===== src/rtl/dot_rr_scheduler.sv =====
`default_nettype none
// +----------------------------------------------------------------------------+
// | Module   : dot_rr_scheduler                                                |
// | Purpose  : Round-robin arbiter that shares one multi-cycle sequential      |
// |            dot-product engine among NUM_REQ requesters. Latches the        |
// |            granted operand pair, issues a one-cycle start pulse, waits     |
// |            for the engine result and returns it tagged with the ID.        |
// | Option   : DOT_SCHED_TIMEOUT_EN adds a WAIT watchdog and res_err_out.      |
// | Revision : 1.0  initial release                                            |
// +----------------------------------------------------------------------------+
module dot_rr_scheduler #(
  parameter int NUM_REQ        = 4,
  parameter int N              = 3,
  parameter int A_WIDTH        = 16,
  parameter int B_WIDTH        = 16,
  parameter int TIMEOUT_CYCLES = 64,
  localparam int ACC_WIDTH     = A_WIDTH + B_WIDTH + $clog2(N),
  localparam int ID_WIDTH      = (NUM_REQ > 1) ? $clog2(NUM_REQ) : 1
) (
  input  logic                                      clk_in,
  input  logic                                      rst_in,
  input  logic [NUM_REQ-1:0]                        req_valid_in,
  output logic [NUM_REQ-1:0]                        req_ready_out,
  input  logic [NUM_REQ-1:0][N-1:0][A_WIDTH-1:0]    req_a_in,
  input  logic [NUM_REQ-1:0][N-1:0][B_WIDTH-1:0]    req_b_in,
  output logic [N-1:0][A_WIDTH-1:0]                 eng_a_out,
  output logic [N-1:0][B_WIDTH-1:0]                 eng_b_out,
  output logic                                      eng_valid_out,
  input  logic                                      eng_valid_in,
  input  logic [ACC_WIDTH-1:0]                      eng_p_in,
  output logic                                      res_valid_out,
  input  logic                                      res_ready_in,
  output logic [ACC_WIDTH-1:0]                      res_p_out,
  output logic [ID_WIDTH-1:0]                       res_id_out,
  output logic                                      busy_out
`ifdef DOT_SCHED_TIMEOUT_EN
  ,
  output logic                                      res_err_out
`endif
);

  typedef enum logic [1:0] {
    IDLE  = 2'd0,
    ISSUE = 2'd1,
    WAIT  = 2'd2,
    RESP  = 2'd3
  } state_t;

  state_t              state;
  logic [ID_WIDTH-1:0] rr_ptr;
  logic [ID_WIDTH-1:0] grant_idx;
  logic [ID_WIDTH-1:0] next_ptr;
  logic                grant_found;
  logic [ID_WIDTH:0]   cand;

`ifdef DOT_SCHED_TIMEOUT_EN
  localparam int CNT_WIDTH = $clog2(TIMEOUT_CYCLES + 1);
  logic [CNT_WIDTH-1:0] wait_cnt;
`else
  // The watchdog limit has no role when the watchdog is not built.
  logic [31:0] timeout_cfg_unused;
  assign timeout_cfg_unused = TIMEOUT_CYCLES;
`endif

  // Find the first valid requester at or above rr_ptr, wrapping past NUM_REQ-1.
  always_comb begin
    grant_found = 1'b0;
    grant_idx   = '0;
    cand        = '0;
    for (int k = 0; k < NUM_REQ; k++) begin
      cand = {1'b0, rr_ptr} + (ID_WIDTH + 1)'(k);
      if (cand >= (ID_WIDTH + 1)'(NUM_REQ)) begin
        cand = cand - (ID_WIDTH + 1)'(NUM_REQ);
      end
      if (!grant_found && req_valid_in[cand[ID_WIDTH-1:0]]) begin
        grant_found = 1'b1;
        grant_idx   = cand[ID_WIDTH-1:0];
      end
    end
  end

  // Pointer moves to the requester just after the one granted.
  assign next_ptr = (grant_idx == ID_WIDTH'(NUM_REQ - 1)) ? '0 : grant_idx + 1'b1;

  // Acceptance is offered only while idle and out of reset; at most one bit set.
  always_comb begin
    req_ready_out = '0;
    if ((state == IDLE) && grant_found && !rst_in) begin
      req_ready_out[grant_idx] = 1'b1;
    end
  end

  // Job sequencer: grant and latch, single start pulse, wait for engine, hold result until taken.
  always_ff @(posedge clk_in or posedge rst_in) begin
    if (rst_in) begin
      state         <= IDLE;
      rr_ptr        <= '0;
      eng_a_out     <= '0;
      eng_b_out     <= '0;
      eng_valid_out <= 1'b0;
      res_valid_out <= 1'b0;
      res_p_out     <= '0;
      res_id_out    <= '0;
      busy_out      <= 1'b0;
`ifdef DOT_SCHED_TIMEOUT_EN
      wait_cnt      <= '0;
      res_err_out   <= 1'b0;
`endif
    end else begin
      case (state)
        IDLE: begin
          if (grant_found) begin
            eng_a_out     <= req_a_in[grant_idx];
            eng_b_out     <= req_b_in[grant_idx];
            res_id_out    <= grant_idx;
            rr_ptr        <= next_ptr;
            eng_valid_out <= 1'b1;
            busy_out      <= 1'b1;
            state         <= ISSUE;
`ifdef DOT_SCHED_TIMEOUT_EN
            res_err_out   <= 1'b0;
`endif
          end
        end
        ISSUE: begin
          // Start is a pulse: holding it would restart the engine.
          eng_valid_out <= 1'b0;
          state         <= WAIT;
`ifdef DOT_SCHED_TIMEOUT_EN
          wait_cnt      <= '0;
`endif
        end
        WAIT: begin
          if (eng_valid_in) begin
            res_p_out     <= eng_p_in;
            res_valid_out <= 1'b1;
            state         <= RESP;
          end
`ifdef DOT_SCHED_TIMEOUT_EN
          else if (wait_cnt == CNT_WIDTH'(TIMEOUT_CYCLES - 1)) begin
            res_p_out     <= '0;
            res_err_out   <= 1'b1;
            res_valid_out <= 1'b1;
            state         <= RESP;
          end else begin
            wait_cnt <= wait_cnt + 1'b1;
          end
`endif
        end
        RESP: begin
          if (res_ready_in) begin
            res_valid_out <= 1'b0;
            busy_out      <= 1'b0;
            state         <= IDLE;
          end
        end
        default: begin
          state <= IDLE;
        end
      endcase
    end
  end

endmodule
`default_nettype wire


===== config.mk =====
export PLATFORM = sky130hd
export DESIGN_NAME = dot_rr_scheduler
export DESIGN_NICKNAME = d
export VERILOG_FILES = /design/src/rtl/dot_rr_scheduler.sv
export SDC_FILE = /design/constraint.sdc
export NUM_CORES = 1
export LEC_CHECK = 0
export ABC_CLOCK_PERIOD_IN_PS = 14300
export CAP_MARGIN = 20
export CELL_PAD_IN_SITES_DETAIL_PLACEMENT = 0
export CELL_PAD_IN_SITES_GLOBAL_PLACEMENT = 1
export CORE_AREA = 2 2 220 222
export DETAILED_ROUTE_END_ITERATION = 6
export DIE_AREA = 0 0 222 224
export PLACE_DENSITY = 0.63
export SYNTH_ARGS = -nofsm -noshare
export SYNTH_HDL_FRONTEND = slang
export SYNTH_SLANG_ARGS = --single-unit

===== constraint.sdc =====
create_clock -name clk_in -period 14.3 [get_ports clk_in]
set_input_delay 2.86 -clock clk_in [delete_from_list [all_inputs] [get_ports clk_in]]
set_output_delay 2.86 -clock clk_in [all_outputs]
set_load 0.01 [all_outputs]

* After elaboration in Yosys (flattened, before gate mapping)
Index checks and enable logic that the tools add are counted.
Cells by class: $add $sub $neg 8, order comparisons 10, equality and inequality tests 7, muxes and demuxes 38, reductions and logical operators 20
Operator list (number):
- $bmux 48 s2 | 2
- $mux 48 | 2
- $mux 2 | 12
- $lt 2x3->1 const B | 5
- $mux 1 | 12
- $ge 3x3->1 const B | 3
- $reduce_and 3->1 | 3
- $bmux 1 s2 | 4
- $pmux 2 s4 | 1
- $sub 2x1->2 const B | 4
- $add 2x2->3 const B | 2
- $eq 2x2->1 const B | 3
- $logic_and 1x1->1 | 6
- $ne 2x2->1 const B | 3
- $pmux 1 s2 | 3
- $reduce_and 2->1 | 3
- $reduce_bool 2->1 | 3
- $logic_not 1->1 | 4
- $mux 4 | 1
- $add 2x1->3 const B | 1
- $ge 2x3->1 const B | 1
- $add 2x1->2 const B | 1
- $demux 1 s2 | 1
- $eq 2x1->1 const B | 1
- other kinds (2) | 2
Word-level totals: register bits 139, logic and storage cells 96

* Logic depth before layout (Yosys ltp)
depth after elaboration 19, mapped depth 8, gate-level depth less buffers 6

* Least setup slack after synthesis
No wires, ideal clock.
path kind input to output, start point in rst_in, end point out req_ready_out[0], arrival 6.297 ns, data required time 11.440 ns, slack 5.143 ns, cell stages on the path 2, buffers on the path 0, cell sequence inv_1 -> and3_1
Between the ends: word-level cells in the longest chain between the ends 3
RTL lines:
- start, declared | line 21 | input logic rst_in,
- $logic_not 1->1 (no line)
- $logic_and 1x1->1 | line 88 | if ((state == IDLE) && grant_found && !rst_in) begin
- $mux 4 | line 88
- end, declared | line 23 | output logic [NUM_REQ-1:0] req_ready_out,
No other way between the ends.

* Worst setup path after layout
start point in req_valid_in[0], end point out req_ready_out[2]
Between the ends: word-level cells in the longest chain between the ends 17, elaborated cells between the ends (all ways) 30, those cells by class 2 x order compare; 19 x mux; 9 x reduce/logical
RTL lines:
- start, declared | line 22 | input logic [NUM_REQ-1:0] req_valid_in,
- $bmux 1 s2 | line 75 | if (!grant_found && req_valid_in[cand[ID_WIDTH-1:0]]) begin
- $mux 1 (implied by the code) | line 75
- $mux 1 | line 75
- $logic_not 1->1 | line 75
- $logic_and 1x1->1 | line 75
- $mux 1 | line 75
- $logic_not 1->1 | line 75
- $logic_and 1x1->1 | line 75
- $mux 1 | line 75
- $logic_not 1->1 | line 75
- $logic_and 1x1->1 | line 75
- $mux 2 | line 75
- $lt 2x3->1 (implied by the code) / $ge 2x1->1 (equally long branches) | line 89 | req_ready_out[grant_idx] = 1'b1;
- $logic_and 1x1->1 (implied by the code) | line 89
- $mux 1 (implied by the code) | line 89
- $demux 1 s2 | line 89
- $mux 4 * | line 88
Mark *: on every way between the ends. The rest lies on a longest branch, timed or not. The select of a mux whose other input is x is not followed.

==> qor.txt <==
run status: finished clean
Post-synth EDFFs: 0
Initial Utilization: 16.0%
final-report max-slew violation count: 0
dpl cell area: 13800 sq um
post-synthesis register bit count: 139
All-Layer GR Usage: 14.4%
Final HPWL DP: 27300 um
final hold vios: 0
CP Capture Type: output pin
yosys warns: 0
row cnt: 80
max-cap violations: 0
P_int: 1.61 mW
Die ar.: 49700 sq um
Final Cycle Share: 62.3%
Ports: 565
Placer Congestion: 0.771
CTS Hold Bufs: 0
# nets final: 1651
mux cell area share after synthesis: 17.8%
Final Cell Area: 14300 sq um
crit path from: req_valid_in[0]
most numerous cell in the Yosys netlist: dfrtp_1
post-layout min period: 8910 ps
CTS Buffer Depth: 2
r2r startpoint: state[0]
H-Tree Depth: 4
maximum VDD drop: 0.114 mV
worst hold margin: 492 ps
sequential share of power: 27.0%
drt wl/cell: 19.5 um
Post-CTS Setup Bufs: 0
share of the synthesized area in the top cell type: 45.8%
Post-synth top cells: dfrtp_1 (139), nor2_1 (100), mux2i_1 (97), o22ai_1 (97), a221oi_1 (68)
Pwr Density: 186 nW/um^2
Crit-path slowest cell: buf_4
Crit path top cell by count: clkdlybuf4s50_1
Net Count, Synth: 1125
FF-to-FF path depth: 7
crit path cell chain: clkdlybuf4s50_1 > nor4_4 > nand2b_4 > buf_4 > nor4b_1 > clkdlybuf4s50_1
Logic pwr share: 56.3%
Post-Synthesis Cells: 694
Hold Crit Start: res_id_out[1]
Worst setup SP type: primary input
Core Region: 47300 sq um
non-filler cells, final: 1849
Via density: 4.35
Crit Path Category: primary input to output pin
post-synthesis sequential area ratio: 45.8%
layout cells sized above 1: 9.16%
Post-Syn Area per Cell: 10.9 sq um
clock sink count: 139
dpl cells: 1816
Psw: 1.05 mW
Leakage: 5.58 nW
Clock Latency Late Sink: 480 ps
vias in the first global route: 8427
port bufs: 564
post-cts gate resize count: 0
# setup viols final: 0
area fraction in and, or, nand and nor cells after synthesis: 7.40%
Worst Tran Pin Value: 892 ps
initial antenna violation count: 2
clk root buf: clkbuf_16
hold path depth: 2
Setup WS post-layout: 5390 ps
Die W: 222 um
adder-cell share of the synthesized area: 0.825%
Synth Area in Compound Gates: 23.2%
switch share: 39.5%
Post-DRT Antenna Nets: 0
post-synth top area cell: dfrtp_1
area delta synth->final: 89.1%
Detailed Route Iter0 Violations: 311
Fill cells: 4981
WP data arrival: 6050 ps
DRC Markers: 0
Core Util, Final: 30.3%
Die H: 224 um
mapped cell area: 7590 sq um
setup_tns: 0 ps
PnR Total Power: 2.66 mW
CP required: 11440 ps
Reg clk slew, reported paths: 70 ps
CTS tree: yes
predominant post-synthesis flop cell: dfrtp_1
crit-path max cell delay: 750 ps
largest family of logic cells by synthesized area: compound AO/OA/AOI/OAI gates
unique cell type count in the Yosys netlist: 35
Synth Area in XOR/XNOR: 0%
Synth area leaders: dfrtp_1 (46%), mux2i_1 (13%), o22ai_1 (8.0%)
FFs w/ async S/R, synth: 100%
CP Max Fanout: 54
clk_skew: 25.1 ps
largest net degree at the start of global routing: 88
first-pass GRT wire length: 53600 um
drt first pass iters: 4
worst min-delay path class: flop to flop
GR Overflow Total: 0
clock share of power: 16.7%
slew margin rel.: 40.5%
total number of vias: 8050
fmax: 112 MHz
dpl ws: 5350 ps
drt total wl: 36000 um
CTS buffer count: 17
RSZ-0062 raised after global routing: false
==> cell type report <==
class / count / area (sq um) / area share [%]
diodes: 1 / 2.50 / 0.0174
clock buffers: 18 / 429 / 2.99
clock inverters: 14 / 138 / 0.960
inverters: 5 / 23.8 / 0.166
multi-input cells: 482 / 3770 / 26.3
flip-flops and latches: 139 / 3480 / 24.2
well taps: 615 / 769 / 5.36
repair buffers: 575 / 5730 / 39.9
==> cell families after synthesis <==
| kind of cell | after synthesis |
|---|---|
| compound gates | 213 |
| buf+inv | 73 |
| mux | 131 |
| simple gates | 133 |
| flops | 139 |
| fa+ha+maj | 5 |
==> power by group through the flow <==
| stage | clock, mW | combinational, mW | sequential, mW |
|---|---|---|---|
| 5_1_grt | 0.479 | 1.62 | 0.745 |
| 4_1_cts | 0.467 | 1.53 | 0.722 |
| 6_report | 0.445 | 1.50 | 0.719 |
| 2_1_floorplan | 0 | 0.699 | 0.802 |
| 3_5_place_dp | 0 | 1.52 | 0.726 |
| 3_3_place_gp | 0 | 1.51 | 0.719 |
==> routing by layer <==
| layer | part of all wire [%] | up-vias | track usage [%] |
|---|---|---|---|
| met5 | 0 | - | 0 |
| met4 | 2.1 | 0 | 5.01 |
| met3 | 8.1 | 36 | 5.75 |
| met2 | 51 | 356 | 25.0 |
| met1 | 39 | 3895 | 15.9 |
| li1 | - | 3763 | - |
==> state kept, by name, indices dropped and copies added (netlist names) <==
name           flops
eng_valid_out      1
state              2
rr_ptr             2
res_id_out         2
res_p_out         34
eng_a_out         48
res_valid_out      1
eng_b_out         48
busy_out           1
==> critical path: cells and delay by family <==
family | cells | cell delay [ps]
buffers and inverters | 3 | 1880
and+or+nand+nor | 3 | 1270
==> layout by cell type (no fill, tap or decap), types with 2 or more instances in the layout <==
cell / n
clkdlybuf4s50_1: 564
dfrtp_1: 139
nor2_1: 99
mux2i_1: 97
o22ai_1: 97
a221oi_1: 68
mux2_2: 34
a221oi_2: 29
nand2_1: 18
clkbuf_16: 17
buf_4: 11
o21ai_0: 7
inv_6: 6
ha_1: 5
inv_1: 4
clkinv_4: 4
a21oi_1: 3
nor2b_1: 2
nand2b_1: 2
nor2_4: 2
and3_1: 2
a22o_1: 2
clkinv_2: 2
==> final timing paths <==
| kind | to | slack, ps |
|---|---|---|
| worst max-delay path | req_ready_out[2] | 5390 |
| worst min-delay path | res_id_out[1] | 490 |
| worst max register to register | eng_a_out[45] | 11350 |
| worst min register to register | res_id_out[1] | 490 |
| max in group asynchronous | eng_b_out[45] | 9980 |
| min in group asynchronous | eng_a_out[43] | 2960 |
Note: power is estimated with default switching activity, not from simulation.
